===== config.mk =====
export PLATFORM = sky130hd
export DESIGN_NAME = sdm_sample_scheduler
export DESIGN_NICKNAME = d
export VERILOG_FILES = /design/src/rtl/sdm_sample_scheduler.sv
export SDC_FILE = /design/constraint.sdc
export NUM_CORES = 1
export LEC_CHECK = 0
export CAP_MARGIN = 20
export CELL_PAD_IN_SITES_DETAIL_PLACEMENT = 0
export CELL_PAD_IN_SITES_GLOBAL_PLACEMENT = 1
export CORE_MARGIN = 4
export CORE_UTILIZATION = 40
export CTS_BUF_LIST = sky130_fd_sc_hd__clkbuf_8
export DETAILED_ROUTE_END_ITERATION = 10
export PLACE_DENSITY = 0.92
export RECOVER_POWER = 100
export SYNTH_ARGS = -nofsm -noshare
export SYNTH_HDL_FRONTEND = slang
export SYNTH_SLANG_ARGS = --single-unit

===== constraint.sdc =====
create_clock -name clk -period 2.6 [get_ports clk]
set_input_delay 0.39 -clock clk [delete_from_list [all_inputs] [get_ports clk]]
set_output_delay 0.39 -clock clk [all_outputs]
set_load 0.05 [all_outputs]

===== src/rtl/sdm_sample_scheduler.sv =====
// Sample-rate scheduler feeding sdm_modulator: holds each PCM sample for OSR
// modulator clocks, with a one-entry look-ahead buffer and underrun muting.
module sdm_sample_scheduler #(
    parameter int DW     = 16,
    parameter int OSR    = 64,
    parameter int CNT_W  = $clog2(OSR),
    parameter int UCNT_W = 16
) (
    input  logic              clk,
    input  logic              rst_n,
    input  logic              enable,
    input  logic              mute,
    input  logic              s_valid,
    output logic              s_ready,
    input  logic [DW-1:0]     s_data,
    output logic              mod_valid_in,
    output logic [DW-1:0]     mod_din,
    output logic              sample_tick,
    output logic              underrun,
    output logic [UCNT_W-1:0] underrun_cnt,
    output logic [1:0]        state
);

    typedef enum logic [1:0] {
        ST_IDLE  = 2'b00,
        ST_PRIME = 2'b01,
        ST_RUN   = 2'b10
    } state_t;

    localparam logic [CNT_W-1:0]  PHASE_LAST = CNT_W'(OSR - 1);
    localparam logic [CNT_W-1:0]  PHASE_ZERO = {CNT_W{1'b0}};
    localparam logic [UCNT_W-1:0] UCNT_MAX   = {UCNT_W{1'b1}};
    localparam logic [DW-1:0]     DATA_ZERO  = {DW{1'b0}};

    state_t              state_r, state_n;
    logic [CNT_W-1:0]    phase_r, phase_n;
    logic [DW-1:0]       buf_r, buf_n;
    logic                buf_vld_r, buf_vld_n;
    logic                mod_valid_r, mod_valid_n;
    logic [DW-1:0]       mod_din_r, mod_din_n;
    logic                tick_r, tick_n;
    logic                underrun_r, underrun_n;
    logic [UCNT_W-1:0]   ucnt_r, ucnt_n;
    logic                ready_s;
    logic                boundary_s;

    // Mute replaces the sample with zero but never alters pass-through data.
    function automatic logic [DW-1:0] gate_sample(input logic m, input logic [DW-1:0] d);
        return m ? DATA_ZERO : d;
    endfunction

    assign boundary_s = (phase_r == PHASE_LAST);

    // Next-state, handshake and datapath selection.
    always_comb begin
        state_n     = state_r;
        phase_n     = phase_r;
        buf_n       = buf_r;
        buf_vld_n   = buf_vld_r;
        mod_valid_n = mod_valid_r;
        mod_din_n   = mod_din_r;
        tick_n      = 1'b0;
        underrun_n  = 1'b0;
        ucnt_n      = ucnt_r;
        ready_s     = 1'b0;

        case (state_r)
            ST_IDLE: begin
                phase_n     = PHASE_ZERO;
                buf_vld_n   = 1'b0;
                mod_valid_n = 1'b0;
                mod_din_n   = DATA_ZERO;
                if (enable) begin
                    state_n = ST_PRIME;
                    ucnt_n  = {UCNT_W{1'b0}};
                end else begin
                    state_n = ST_IDLE;
                end
            end
            ST_PRIME: begin
                ready_s = 1'b1;
                if (!enable) begin
                    state_n = ST_IDLE;
                end else if (s_valid) begin
                    mod_din_n   = gate_sample(mute, s_data);
                    mod_valid_n = 1'b1;
                    phase_n     = PHASE_ZERO;
                    tick_n      = 1'b1;
                    state_n     = ST_RUN;
                end else begin
                    state_n = ST_PRIME;
                end
            end
            ST_RUN: begin
                if (!boundary_s) begin
                    phase_n = phase_r + CNT_W'(1);
                    ready_s = !buf_vld_r;
                    if (ready_s && s_valid) begin
                        buf_n     = s_data;
                        buf_vld_n = 1'b1;
                    end else begin
                        buf_vld_n = buf_vld_r;
                    end
                end else if (!enable) begin
                    // The buffered sample is discarded on stop.
                    state_n     = ST_IDLE;
                    phase_n     = PHASE_ZERO;
                    mod_valid_n = 1'b0;
                    mod_din_n   = DATA_ZERO;
                    buf_vld_n   = 1'b0;
                end else begin
                    ready_s = 1'b1;
                    phase_n = PHASE_ZERO;
                    tick_n  = 1'b1;
                    if (buf_vld_r) begin
                        mod_din_n = gate_sample(mute, buf_r);
                        buf_n     = s_data;
                        buf_vld_n = s_valid;
                    end else if (s_valid) begin
                        mod_din_n = gate_sample(mute, s_data);
                    end else begin
                        mod_din_n  = DATA_ZERO;
                        underrun_n = 1'b1;
                        ucnt_n     = (ucnt_r == UCNT_MAX) ? UCNT_MAX : ucnt_r + UCNT_W'(1);
                    end
                end
            end
            default: begin
                state_n     = ST_IDLE;
                phase_n     = PHASE_ZERO;
                buf_vld_n   = 1'b0;
                mod_valid_n = 1'b0;
                mod_din_n   = DATA_ZERO;
            end
        endcase
    end

    // State and output registers with synchronous active-low reset.
    always_ff @(posedge clk) begin
        if (!rst_n) begin
            state_r     <= ST_IDLE;
            phase_r     <= PHASE_ZERO;
            buf_r       <= DATA_ZERO;
            buf_vld_r   <= 1'b0;
            mod_valid_r <= 1'b0;
            mod_din_r   <= DATA_ZERO;
            tick_r      <= 1'b0;
            underrun_r  <= 1'b0;
            ucnt_r      <= {UCNT_W{1'b0}};
        end else begin
            state_r     <= state_n;
            phase_r     <= phase_n;
            buf_r       <= buf_n;
            buf_vld_r   <= buf_vld_n;
            mod_valid_r <= mod_valid_n;
            mod_din_r   <= mod_din_n;
            tick_r      <= tick_n;
            underrun_r  <= underrun_n;
            ucnt_r      <= ucnt_n;
        end
    end

    assign s_ready      = ready_s;
    assign mod_valid_in = mod_valid_r;
    assign mod_din      = mod_din_r;
    assign sample_tick  = tick_r;
    assign underrun     = underrun_r;
    assign underrun_cnt = ucnt_r;
    assign state        = state_r;

endmodule


Word level (Yosys, flattened, before mapping)
Index checks and enable logic that the tools add are counted.
Storage, ports and cells
  register bits after elaboration: 60
Operators by class
  reduce and logical (&&, ||, !) cells: 13
  bitwise gates (word level): 5
  equality and inequality tests: 15
  add/subtract/negate cells: 2
  mux-type cells: 48
Operator list (count)
  2-to-1 mux 16 bit: 18
  one-hot mux 16 bit (2 select lines): 2
  != test 2 bit, second input constant: 10
  2-to-1 mux 6 bit: 3
  adder 16 x 1 -> 16 bit, second input constant: 1
  equality test 16 bit, second input constant: 1
  2-to-1 mux 1 bit: 15
  one-hot mux 6 bit (2 select lines): 1
  2-to-1 mux 2 bit: 4
  one-hot mux 1 bit (2 select lines): 4
  AND reduction 4 bit: 2
  adder 6 x 1 -> 6 bit, second input constant: 1
  equality test 6 bit, second input constant: 1
  one-hot mux 2 bit (3 select lines): 1
  AND reduction 2 bit: 3
  AND reduction 6 bit: 1
  NOT 1 bit: 5
  OR reduction 5 bit: 1
  nonzero test 2 bit: 2
  != test 3 bit, second input constant: 1
  AND reduction 3 bit: 1
  equality test 2 x 1 -> 1 bit, second input constant: 1
  equality test 2 bit, second input constant: 1
  zero test 2 bit: 1
  other kinds (2): 2

Logic depth before layout (Yosys ltp)
  depth after elaboration: 7
  depth in mapped cells: 9

Least setup slack after synthesis
Ideal clock, no wire load.
  path type: register to output
  from: register state_r[1] (netlist: state[1])
  to: output port s_ready
  cell stages (with the launch flop): 6
  path buffers: 1
  arrival time: 1921 ps
  slack: 289 ps
  cell sequence: dfxtp_1 ha_1 buf_2 o31a_1 a21boi_0 o21a_1
On the way
  cells in the longest elaborated chain, start to end: 2
  elaborated cells on any way between the ends: 3
  classes of those cells: eq/ne: 2; mux: 1
RTL lines
  from (decl): line 35  | state_t state_r, state_n;
  from (signal assigned): line 151  | state_r <= state_n;
  equality test 2 bit / equality test 2 x 1 -> 1 bit (equally long branches): line 67  | case (state_r)
  one-hot mux 1 bit (2 select lines) *: line 67
  to (decl): line 14  | output logic s_ready,
Every way passes the cells marked *; elsewhere a longest branch is shown, timed or not.

Worst setup path after layout
  from: register phase_r[0]
  to: output port s_ready
On the way
  cells in the longest elaborated chain, start to end: 3
RTL lines
  from (decl): line 36  | logic [CNT_W-1:0] phase_r, phase_n;
  from (signal assigned): line 152  | phase_r <= phase_n;
  equality test 6 bit: line 52  | assign boundary_s = (phase_r == PHASE_LAST);
  2-to-1 mux 1 bit: line 95  | if (!boundary_s) begin
  one-hot mux 1 bit (2 select lines): line 67
No other way between the ends.

==> results.sh <==
export IMPL_reg2reg_depth=6
export IMPL_max_clock_path_buffers=2
export IMPL_drive_above_1_share_pct=10.3
export IMPL_dr_pass1_iters=5
export IMPL_syn_mean_instance_area_um2=8.77
export IMPL_detail_route_wl_per_cell_um=16.0
export IMPL_cp_max_fo=5
export IMPL_end_kind="primary output"
export IMPL_dr_first_iter_drc_count=206
export IMPL_synth_flop_cell="dfxtp_1"
export IMPL_drc_errors=0
export IMPL_synth_cell_types=56
export IMPL_core_area_um2=7250
export IMPL_fp_dieH_um=94.3
export IMPL_wl_um=8110
export IMPL_power_per_cell_area_nw_per_um2=502
export IMPL_root_buffer="clkbuf_8"
export IMPL_netlist_area_um2=2980
export IMPL_path_clk_slew_ns=0.07
export IMPL_die_area_um2=8900
export IMPL_synthesis_nets=366
export IMPL_diodes=0
export IMPL_grt_use_met1_pct=25.9
export IMPL_synth_seq_area_share_pct=40.3
export IMPL_hold_path_depth=1
export IMPL_gp_congestion=0.801
export IMPL_synth_seq_cells=60
export IMPL_io_buffers=58
export IMPL_rows=31
export IMPL_grt_ovfl_total=0
export IMPL_cts_hold_buf=0
export IMPL_io_pin_count=59
export IMPL_initial_core_util_pct=41.1
export IMPL_synth_area_leaders="dfxtp_1, a21oi_1, nand3_1, o2bb2ai_2, a22oi_1"
export IMPL_fin_tns_setup_ns=0
export IMPL_maxSlewViolCount=0
export IMPL_yosys_area_top_type_share_pct=40.3
export IMPL_critical_path_arrival_ns=2.06
export IMPL_relSlewSlack_pct=54.9
export IMPL_cts_repair_resized=0
export IMPL_tightest_slew_ns=0.677
export IMPL_clock_sinks=60
export IMPL_hold_viol=0
export IMPL_use_met3_pct=4.57
export IMPL_max_cap_viol_count=0
export IMPL_die_w_um=94.3
export IMPL_num_vias=2935
export IMPL_cts_made_buffers=9
export IMPL_synthToLayoutAreaGrowth_pct=29.1
export IMPL_ys_warn_count=0
export IMPL_ir_worst_vdd_mv=0.290
export IMPL_hpwlAfterDp_um=5580
export IMPL_post_route_min_period_ns=2.45
export IMPL_finClkSkew_ns=0.00917
export IMPL_hold_class="flip-flop to flip-flop"
export IMPL_grtUsageMet2_pct=29.6
export IMPL_antenna_left=0
export IMPL_grt_max_degree=28
export IMPL_cts_setup_buffers=0
export IMPL_busiest_layer="met2"
export IMPL_clock_latency_ns=0.34
export IMPL_antenna_found_initial=0
export IMPL_critPathKind="flip-flop to primary output"
export IMPL_cts_htree_levels=3
export IMPL_dp_cells=490
export IMPL_required_ns=2.21
export IMPL_nNetsFinal=429
export IMPL_synth_async_sr_flop_share_pct=0
export IMPL_vias_per_cell=5.79
export IMPL_track_usage_pct=18.9
export IMPL_cts_tree="built"
export IMPL_status="finished, final reports clean"
export IMPL_fmax_mhz=408
export IMPL_yosysTopAreaCell="dfxtp_1"
export IMPL_grt_pass1_vias=2699
export IMPL_p_leak_uw=0.00136
export IMPL_grt_first_pass_wirelength_um=13400
export IMPL_period_share_pct=94.3
export IMPL_cp_start_kind="flip-flop"
export IMPL_synth_edf_count=0
export IMPL_rsz0062_at_grt="false"
export IMPL_netlist_instances=340
export IMPL_instances_no_fill=507
export IMPL_setup_viol=0
worst paths after layout:
path / slack [ns] / start / end
worst max-delay path: 0.15 / phase_r[0] / s_ready
worst min-delay path: 0.46 / mod_din[1] / mod_din[1]
worst max register to register: 0.27 / underrun_cnt[0] / underrun_cnt[12]
worst min register to register: 0.46 / mod_din[1] / mod_din[1]
synth_stat cells, types with 3 or more instances:
master / instances
nor3_1: 6
dfxtp_1: 60
clkbuf_1: 12
or4_1: 3
nor2_1: 11
o2bb2ai_1: 7
a22oi_1: 16
buf_2: 7
o2bb2ai_2: 10
and3_1: 3
o22ai_1: 7
a21oi_1: 38
a31oi_1: 4
nor4_1: 5
a2bb2oi_1: 4
nand4_1: 7
nand3_1: 33
o31ai_1: 4
nand2_1: 20
inv_1: 10
and4_1: 3
o21ai_0: 22
ha_1: 5
a21boi_0: 3
flip-flops by register name, indices dropped and copies added, names as in the netlist:
register / cells
buf_r: 16
buf_vld_r: 1
mod_din: 16
mod_valid_in: 1
phase_r: 6
sample_tick: 1
state: 2
underrun: 1
underrun_cnt: 16
layer usage:
metal,wire length (um),share of wire [%]
met5,0,0
met3,517,6.4
met2,3730,46
met1,3770,46
met4,97,1.2
report_power, final:
group	internal, uW	switching (uW)	total, uW
Sequential	923	3.22	927
Combinational	64.7	85.0	150
Clock	466	389	856
stage by stage:
| stage | hold WS [ns] | total power [uW] | worst slack, ns | cell area, um2 | util, % |
|---|---|---|---|---|---|
| 2_1_floorplan | 0.444 | 1030 | 0.289 | 2980 | - |
| 3_3_place_gp | 0.451 | 1100 | 0.322 | 3690 | 50.9 |
| 3_5_place_dp | 0.450 | 1100 | 0.266 | 3690 | 50.9 |
| 4_1_cts | 0.470 | 1950 | 0.124 | 3890 | 53.6 |
| 5_1_grt | 0.491 | 2000 | 0.0253 | 3850 | 53.1 |
| 6_report | 0.457 | 1930 | 0.147 | 3850 | 53.1 |
worst max-delay path, stage by stage, from the launching register on:
cell	delay, ns
dfxtp_1	0.38
ha_1	0.22
nand4_1	0.25
o31a_1	0.36
a21boi_0	0.15
o21a_1	0.22
buf_12	0.15
logic make-up (layout without fill, tap and decap cells):
logic type	Yosys count	in the layout	synth area share, %
AO/OA/AOI/OAI	138	138	33.2
XOR/XNOR	3	3	0.882
adder cells (fa/ha/maj)	5	5	2.10
buffers and inverters	34	102	5.46
flip-flops	60	60	40.3
AND/OR/NAND/NOR	100	100	18.0
final cells by class:
class,instances,area [um2]
clock buffers,10,138
clock inverters,6,63.8
fillers,689,3400
inverters,12,45.0
multi-input cells,246,1570
flip-flops and latches,60,1200
well taps,99,124
repair buffers,74,703
cell usage in the layout, fill, tap and decap left out, types with 4 or more instances in the layout:
cell and n:
a22oi_1 16, o31ai_1 4, a21oi_1 38, nand2_1 20
a2bb2oi_1 4, clkdlybuf4s50_1 20, nor3_1 6, dfxtp_1 60
clkbuf_8 10, o22ai_1 7, ha_1 5, o21ai_0 23
nor2_1 11, a31oi_1 4, dlygate4sd3_1 37, o2bb2ai_1 14
buf_4 14, inv_1 11, nor4_1 5, nand3_1 33
nand4_1 7
Power figures use the tool's default switching activity.
